**config.mk**
```make
export PLATFORM = sky130hd
export DESIGN_NAME = fcl_bin_xnor_pop
export DESIGN_NICKNAME = d
export VERILOG_FILES = /design/src/rtl/fcl_bin_pkg.sv /design/src/rtl/bin_xnor_pop_pe.sv /design/src/rtl/fcl_bin_xnor_pop.sv
export SDC_FILE = /design/constraint.sdc
export NUM_CORES = 1
export LEC_CHECK = 0
export ABC_AREA = 1
export CAP_MARGIN = 40
export CORE_UTILIZATION = 40
export CTS_CLUSTER_DIAMETER = 120
export DETAILED_ROUTE_END_ITERATION = 8
export GPL_TIMING_DRIVEN = 0
export MAX_ROUTING_LAYER = met4
export PLACE_DENSITY = 0.74
export SETUP_SLACK_MARGIN = 0.02
export SYNTH_ARGS = -nofsm -noshare
export SYNTH_HDL_FRONTEND = slang
export SYNTH_HIERARCHICAL = 1
export SYNTH_SLANG_ARGS = --single-unit
```
**constraint.sdc**
```tcl
create_clock -name clk -period 8.9 [get_ports clk]
set_clock_uncertainty 0.2 [all_clocks]
set_input_delay 1.78 -clock clk [delete_from_list [all_inputs] [get_ports clk]]
set_output_delay 1.78 -clock clk [all_outputs]
set_load 0.01 [all_outputs]
```
**src/rtl/fcl_bin_pkg.sv**
```systemverilog
// Shared types and arithmetic helpers for the binary FC layer engine.
// Pure combinational functions; no latency or flow control here.
package fcl_bin_pkg;

    typedef enum logic {
        IDLE  = 1'b0,
        ACCUM = 1'b1
    } fcl_state_t;

    // Widest activation beat a lane can take; lanes zero-pad into this width.
    localparam int MAX_BITS  = 256;
    localparam int ACC_DEF_W = 16;
    localparam int ACC_MAX   = (1 << (ACC_DEF_W - 1)) - 1;
    localparam int ACC_MIN   = -(1 << (ACC_DEF_W - 1));

    function automatic int popcount(input logic [MAX_BITS-1:0] v);
        int cnt;
        cnt = 0;
        for (int i = 0; i < MAX_BITS; i++) begin
            cnt += int'(v[i]);
        end
        return cnt;
    endfunction

    // Signed add clamped to a two's-complement range of the given width (<= 31).
    function automatic int sat_add(input int a, input int b, input int width);
        int sum;
        int hi;
        int lo;
        sum = a + b;
        hi  = (1 << (width - 1)) - 1;
        lo  = -hi - 1;
        if (sum > hi) begin
            return hi;
        end
        if (sum < lo) begin
            return lo;
        end
        return sum;
    endfunction

endpackage

```
**src/rtl/bin_xnor_pop_pe.sv**
```systemverilog
// One neuron lane: XNOR-popcount delta, saturating accumulate, load on first beat.
// sum_o is combinational for the current beat; acc updates on beat_en_i. No flow control.
module bin_xnor_pop_pe
    import fcl_bin_pkg::*;
#(
    parameter int IN_BITS   = 16,
    parameter int ACC_WIDTH = 16
) (
    input  logic                        clk,
    input  logic                        rst,
    input  logic                        beat_en_i,
    input  logic                        first_i,
    input  logic [IN_BITS-1:0]          act_i,
    input  logic [IN_BITS-1:0]          w_i,
    output logic signed [ACC_WIDTH-1:0] sum_o
);

    logic [MAX_BITS-1:0]         match;
    int                          delta;
    int                          base;
    int                          sum;
    logic signed [ACC_WIDTH-1:0] acc_q;
    logic signed [ACC_WIDTH-1:0] acc_d;

    always_comb begin
        match              = '0;
        match[IN_BITS-1:0] = act_i ~^ w_i;
        delta              = 2 * popcount(match) - IN_BITS;
        // First beat of a vector ignores whatever the previous vector left behind.
        base               = first_i ? 0 : int'(acc_q);
        sum                = sat_add(base, delta, ACC_WIDTH);
        sum_o              = ACC_WIDTH'(sum);
        acc_d              = beat_en_i ? sum_o : acc_q;
    end

    always_ff @(posedge clk) begin
        if (rst) begin
            acc_q <= '0;
        end else begin
            acc_q <= acc_d;
        end
    end

endmodule

```
**src/rtl/fcl_bin_xnor_pop.sv**
```systemverilog
// Binary FC layer: NUM_NEURONS XNOR-popcount lanes over a programmable beat count.
// Result registered 1 clk after last beat; only a final beat stalls while a result is unconsumed.
module fcl_bin_xnor_pop
    import fcl_bin_pkg::*;
#(
    parameter int IN_BITS     = 16,
    parameter int NUM_NEURONS = 8,
    parameter int ACC_WIDTH   = 16,
    parameter int BEAT_W      = 16
) (
    input  logic                             clk,
    input  logic                             rst,
    input  logic [BEAT_W-1:0]                cfg_beats,
    input  logic                             in_valid,
    output logic                             in_ready,
    input  logic [IN_BITS-1:0]               in_act,
    input  logic [NUM_NEURONS*IN_BITS-1:0]   in_w,
    input  logic [NUM_NEURONS*ACC_WIDTH-1:0] thresh,
    output logic                             out_valid,
    input  logic                             out_ready,
    output logic [NUM_NEURONS-1:0]           out_bits,
    output logic [NUM_NEURONS*ACC_WIDTH-1:0] out_acc
);

    fcl_state_t                       state_q, state_d;
    logic [BEAT_W-1:0]                beats_q, beats_d;
    logic [BEAT_W-1:0]                cnt_q, cnt_d;
    logic                             out_valid_q, out_valid_d;
    logic [NUM_NEURONS-1:0]           bits_q, bits_d;
    logic [NUM_NEURONS*ACC_WIDTH-1:0] acc_q, acc_d;
    logic [NUM_NEURONS*ACC_WIDTH-1:0] lane_sum;
    logic [NUM_NEURONS-1:0]           lane_ge;
    logic                             first_beat;
    logic                             last_beat;
    logic                             fire;

    assign first_beat = (state_q == IDLE);
    // cfg_beats of 0 or 1 makes the first beat also the last.
    assign last_beat  = first_beat ? (cfg_beats <= BEAT_W'(1))
                                   : (cnt_q == beats_q - BEAT_W'(1));
    assign in_ready   = !rst && (!out_valid_q || out_ready || !last_beat);
    assign fire       = in_valid && in_ready;

    for (genvar n = 0; n < NUM_NEURONS; n++) begin : g_lane
        logic signed [ACC_WIDTH-1:0] sum;

        bin_xnor_pop_pe #(
            .IN_BITS   (IN_BITS),
            .ACC_WIDTH (ACC_WIDTH)
        ) u_pe (
            .clk       (clk),
            .rst       (rst),
            .beat_en_i (fire),
            .first_i   (first_beat),
            .act_i     (in_act),
            .w_i       (in_w[n*IN_BITS +: IN_BITS]),
            .sum_o     (sum)
        );

        assign lane_sum[n*ACC_WIDTH +: ACC_WIDTH] = sum;
        assign lane_ge[n] = (sum >= $signed(thresh[n*ACC_WIDTH +: ACC_WIDTH]));
    end

    always_comb begin
        state_d     = state_q;
        beats_d     = beats_q;
        cnt_d       = cnt_q;
        out_valid_d = out_valid_q && !out_ready;
        acc_d       = acc_q;
        bits_d      = bits_q;
        if (fire) begin
            if (last_beat) begin
                // A publish overrides the consume, so back-to-back results never bubble.
                state_d     = IDLE;
                cnt_d       = '0;
                out_valid_d = 1'b1;
                acc_d       = lane_sum;
                bits_d      = lane_ge;
            end else begin
                state_d = ACCUM;
                cnt_d   = cnt_q + BEAT_W'(1);
                if (first_beat) begin
                    beats_d = cfg_beats;
                end
            end
        end
    end

    always_ff @(posedge clk) begin
        if (rst) begin
            state_q     <= IDLE;
            beats_q     <= '0;
            cnt_q       <= '0;
            out_valid_q <= 1'b0;
            acc_q       <= '0;
            bits_q      <= '0;
        end else begin
            state_q     <= state_d;
            beats_q     <= beats_d;
            cnt_q       <= cnt_d;
            out_valid_q <= out_valid_d;
            acc_q       <= acc_d;
            bits_q      <= bits_d;
        end
    end

    assign out_valid = out_valid_q;
    assign out_acc   = acc_q;
    assign out_bits  = bits_q;

endmodule

```
==> impl_metrics.tcl <==
set metrics [dict create \
    status "complete, but fails checks" \
    violations "setup timing" \
    die_x_um 286 \
    via_per_inst 5.00 \
    synth_seq_cells 298 \
    syn_nets 5735 \
    netlist_area_um2 32400 \
    finalSetupTns_ns -0.00411 \
    clockBufferDepth 3 \
    grt_use_total_pct 27.8 \
    period_minus_slack_ns 8.90 \
    cp-endpoint "out_bits[5]" \
    critical_path_buf_inv_count 8 \
    regToRegSetupSlack_ns 3.08 \
    crit_fanout 8 \
    hold_class "flip-flop to flip-flop" \
    cts_tree "yes" \
    insertion_delay_ns 0.59 \
    place_hpwl_um 89900 \
    cts_max_level 2 \
    critPathCaptureType "flip-flop" \
    hold_violations 0 \
    drt_first_pass_iters 6 \
    cp.depth 35 \
    required_ns 9.22 \
    worst_slack_ns -0.00411 \
    nets 6374 \
    cpMostUsedCell "fa_2" \
    synth.area.top_cells "dfxtp_1 (18%), nand2_1 (15%), inv_1 (11%), ha_1 (9.4%), nor2_1 (8.2%)" \
    synth_cells 5105 \
    criticalPathCategory "primary input to flip-flop" \
    rr_worst_depth 29 \
    fmax_ghz 0.112 \
    setup_violations 1 \
    grt_pass1_wl_um 174000 \
    grt-ovfl-total 0 \
    slowest_stage "fa_2" \
    clock-sinks 298 \
    async_flop_share_pct 0 \
    wirelength_um 117000 \
    syn_area_per_cell_um2 6.34 \
    numPortBuffers 428 \
    dieHeight_um 286 \
    ios 430 \
    seq_area_frac_synth_pct 18.4 \
    maxSlewViolCount 0 \
    reg2reg_from "state_q" \
    start_util_pct 40.7 \
    vias 34100 \
    startpoint_type "primary input" \
    ys_types 46 \
    numCtsBuffers 38 \
    ctsRootBufferMaster "clkbuf_16" \
    rsz0062_at_grt "yes" \
    synth.most_common_cell "nand2_1" \
    wl_per_cell_um 17.2 \
    yosys_warnings 6 \
    synth_common_cells "nand2_1 (1,291), inv_1 (964), nor2_1 (706)" \
    syn_to_final_growth_pct 34.5 \
    fin_crit_sh_pct 100 \
    drive_above_1_share_pct 19.0 \
    cp.arrival_ns 9.22 \
    dieArea_um2 82100 \
    gp_congestion 0.996 \
    slowest_delay_ns 0.75 \
    crit_start "in_act[9]" \
    synth_edf_count 0 \
    tightest_slew_ns 0.812 \
    cap_violations 0 \
    synth_top_area_share_pct 18.4 \
    drc_errors 0 \
    antenna_found_initial 9 \
    detail-route-antenna-nets 0 \
    fin_util_pct 54.8 \
    r2r_end "out_bits[3]" \
    synthFlopType "dfxtp_1" \
    slew_headroom_pct 45.6 \
    num_rows 103 \
    clkTransAtPathRegs_ns 0.06 \
    yosysTopAreaCell "dfxtp_1" \
    grt_max_degree 27 \
    cp_top_family "adder cells" \
    hold_buffers 0 \
    core_region_area_um2 79500 \
    drtIter0Drc 2435 \
    first_global_vias 32200 \
]
==> sequential cells by signal, indices dropped and copies added (netlist names) <==
| register | flops |
|---|---|
| out_valid | 1 |
| out_acc | 128 |
| state_q | 1 |
| cnt_q | 16 |
| g_lane.u_pe/acc_q | 128 |
| beats_q | 16 |
| out_bits | 8 |
==> worst min-delay path by stage <==
| stage | start | to | cells after the start |
|---|---|---|---|
| 2_1_floorplan | g_lane[0].u_pe/acc_q[15] | g_lane[0].u_pe/acc_q[15] | 2 |
| 3_3_place_gp | g_lane[4].u_pe/acc_q[15] | g_lane[4].u_pe/acc_q[15] | 2 |
| 3_5_place_dp | g_lane[1].u_pe/acc_q[15] | g_lane[1].u_pe/acc_q[15] | 2 |
| 4_1_cts | g_lane[1].u_pe/acc_q[15] | g_lane[1].u_pe/acc_q[15] | 2 |
| 5_1_grt | g_lane[5].u_pe/acc_q[15] | g_lane[5].u_pe/acc_q[15] | 2 |
| 6_report | g_lane[6].u_pe/acc_q[15] | g_lane[6].u_pe/acc_q[15] | 2 |
==> metal layers <==
layer,vias up,routed length [um],global-route usage [%],part of all wire [%]
li1,16900,-,-,-
met1,15800,49200,34.7,42
met2,1247,54100,44.6,46
met3,220,9330,4.98,8.0
met4,0,4500,10.1,3.8
met5,-,0,-,0
==> area by class of cell <==
type                            count  area (um2)
Antenna cell                        9        22.5
Sequential cell                   298        5970
Fill cell                        7315       36000
Multi-Input combinational cell   3658       23800
Clock buffer                       47        1030
Tap cell                         1050        1310
Clock inverter                     21         317
Buffer                            173        1320
Timing Repair Buffer              599        6090
Inverter                          976        3660
==> per-stage QoR <==
stage | cell area [um2] | worst slack, ns | hold WS, ns | cells
global route | 43500 | -0.238 | 0.291 | 6829
global placement | 38000 | -2.49 | 0.269 | 6583
detailed placement | 38300 | -2.36 | 0.273 | 6601
CTS | 41600 | 0.00204 | 0.282 | 6745
floorplan | 32400 | 0.0513 | 0.256 | 5105
finish | 43500 | -0.00411 | 0.280 | 6831
==> repair_timing <==
action / 4_1_cts / 5_1_grt
endpoints found under the setup margin: 165 / 8
buffers inserted: 69 / 74
pin swaps: 120 / 214
gates resized for setup: 363 / 311
gates cloned: 7 / 3
==> placed cells by master, fill, tap and decap left out, types with 45 or more instances in the layout <==
cell / instances
xnor2_1: 84
ha_1: 184
inv_1: 911
nor2_1: 684
buf_2: 45
xor2_1: 107
inv_2: 61
nand2_1: 1197
buf_6: 58
a21oi_2: 49
clkbuf_1: 57
nand4_1: 65
ha_4: 50
nand3_2: 125
fa_1: 63
clkdlybuf4s50_1: 361
buf_4: 137
nand2_2: 180
a21oi_1: 186
nand2_4: 51
dfxtp_1: 298
nand3_1: 283
==> cells by family after synthesis <==
logic type | count (synthesis) | share of synthesized area (%)
and+or+nand+nor | 2708 | 37.8
AOI/OAI and AO/OA | 366 | 7.02
xor gates and xnor gates | 246 | 6.66
adders and majority gates | 338 | 15.3
buffers and inverters | 1149 | 14.8
DFF | 298 | 18.4
==> worst min-delay path, delay by kind of cell (launching register included) <==
kind | cells | cell delay (ns)
compound gates | 1 | 0.04
flops | 1 | 0.31
simple gates | 1 | 0.08
Power is not shown: default switching activity piles up to over one toggle a cycle in this logic, so the estimate is an artifact.
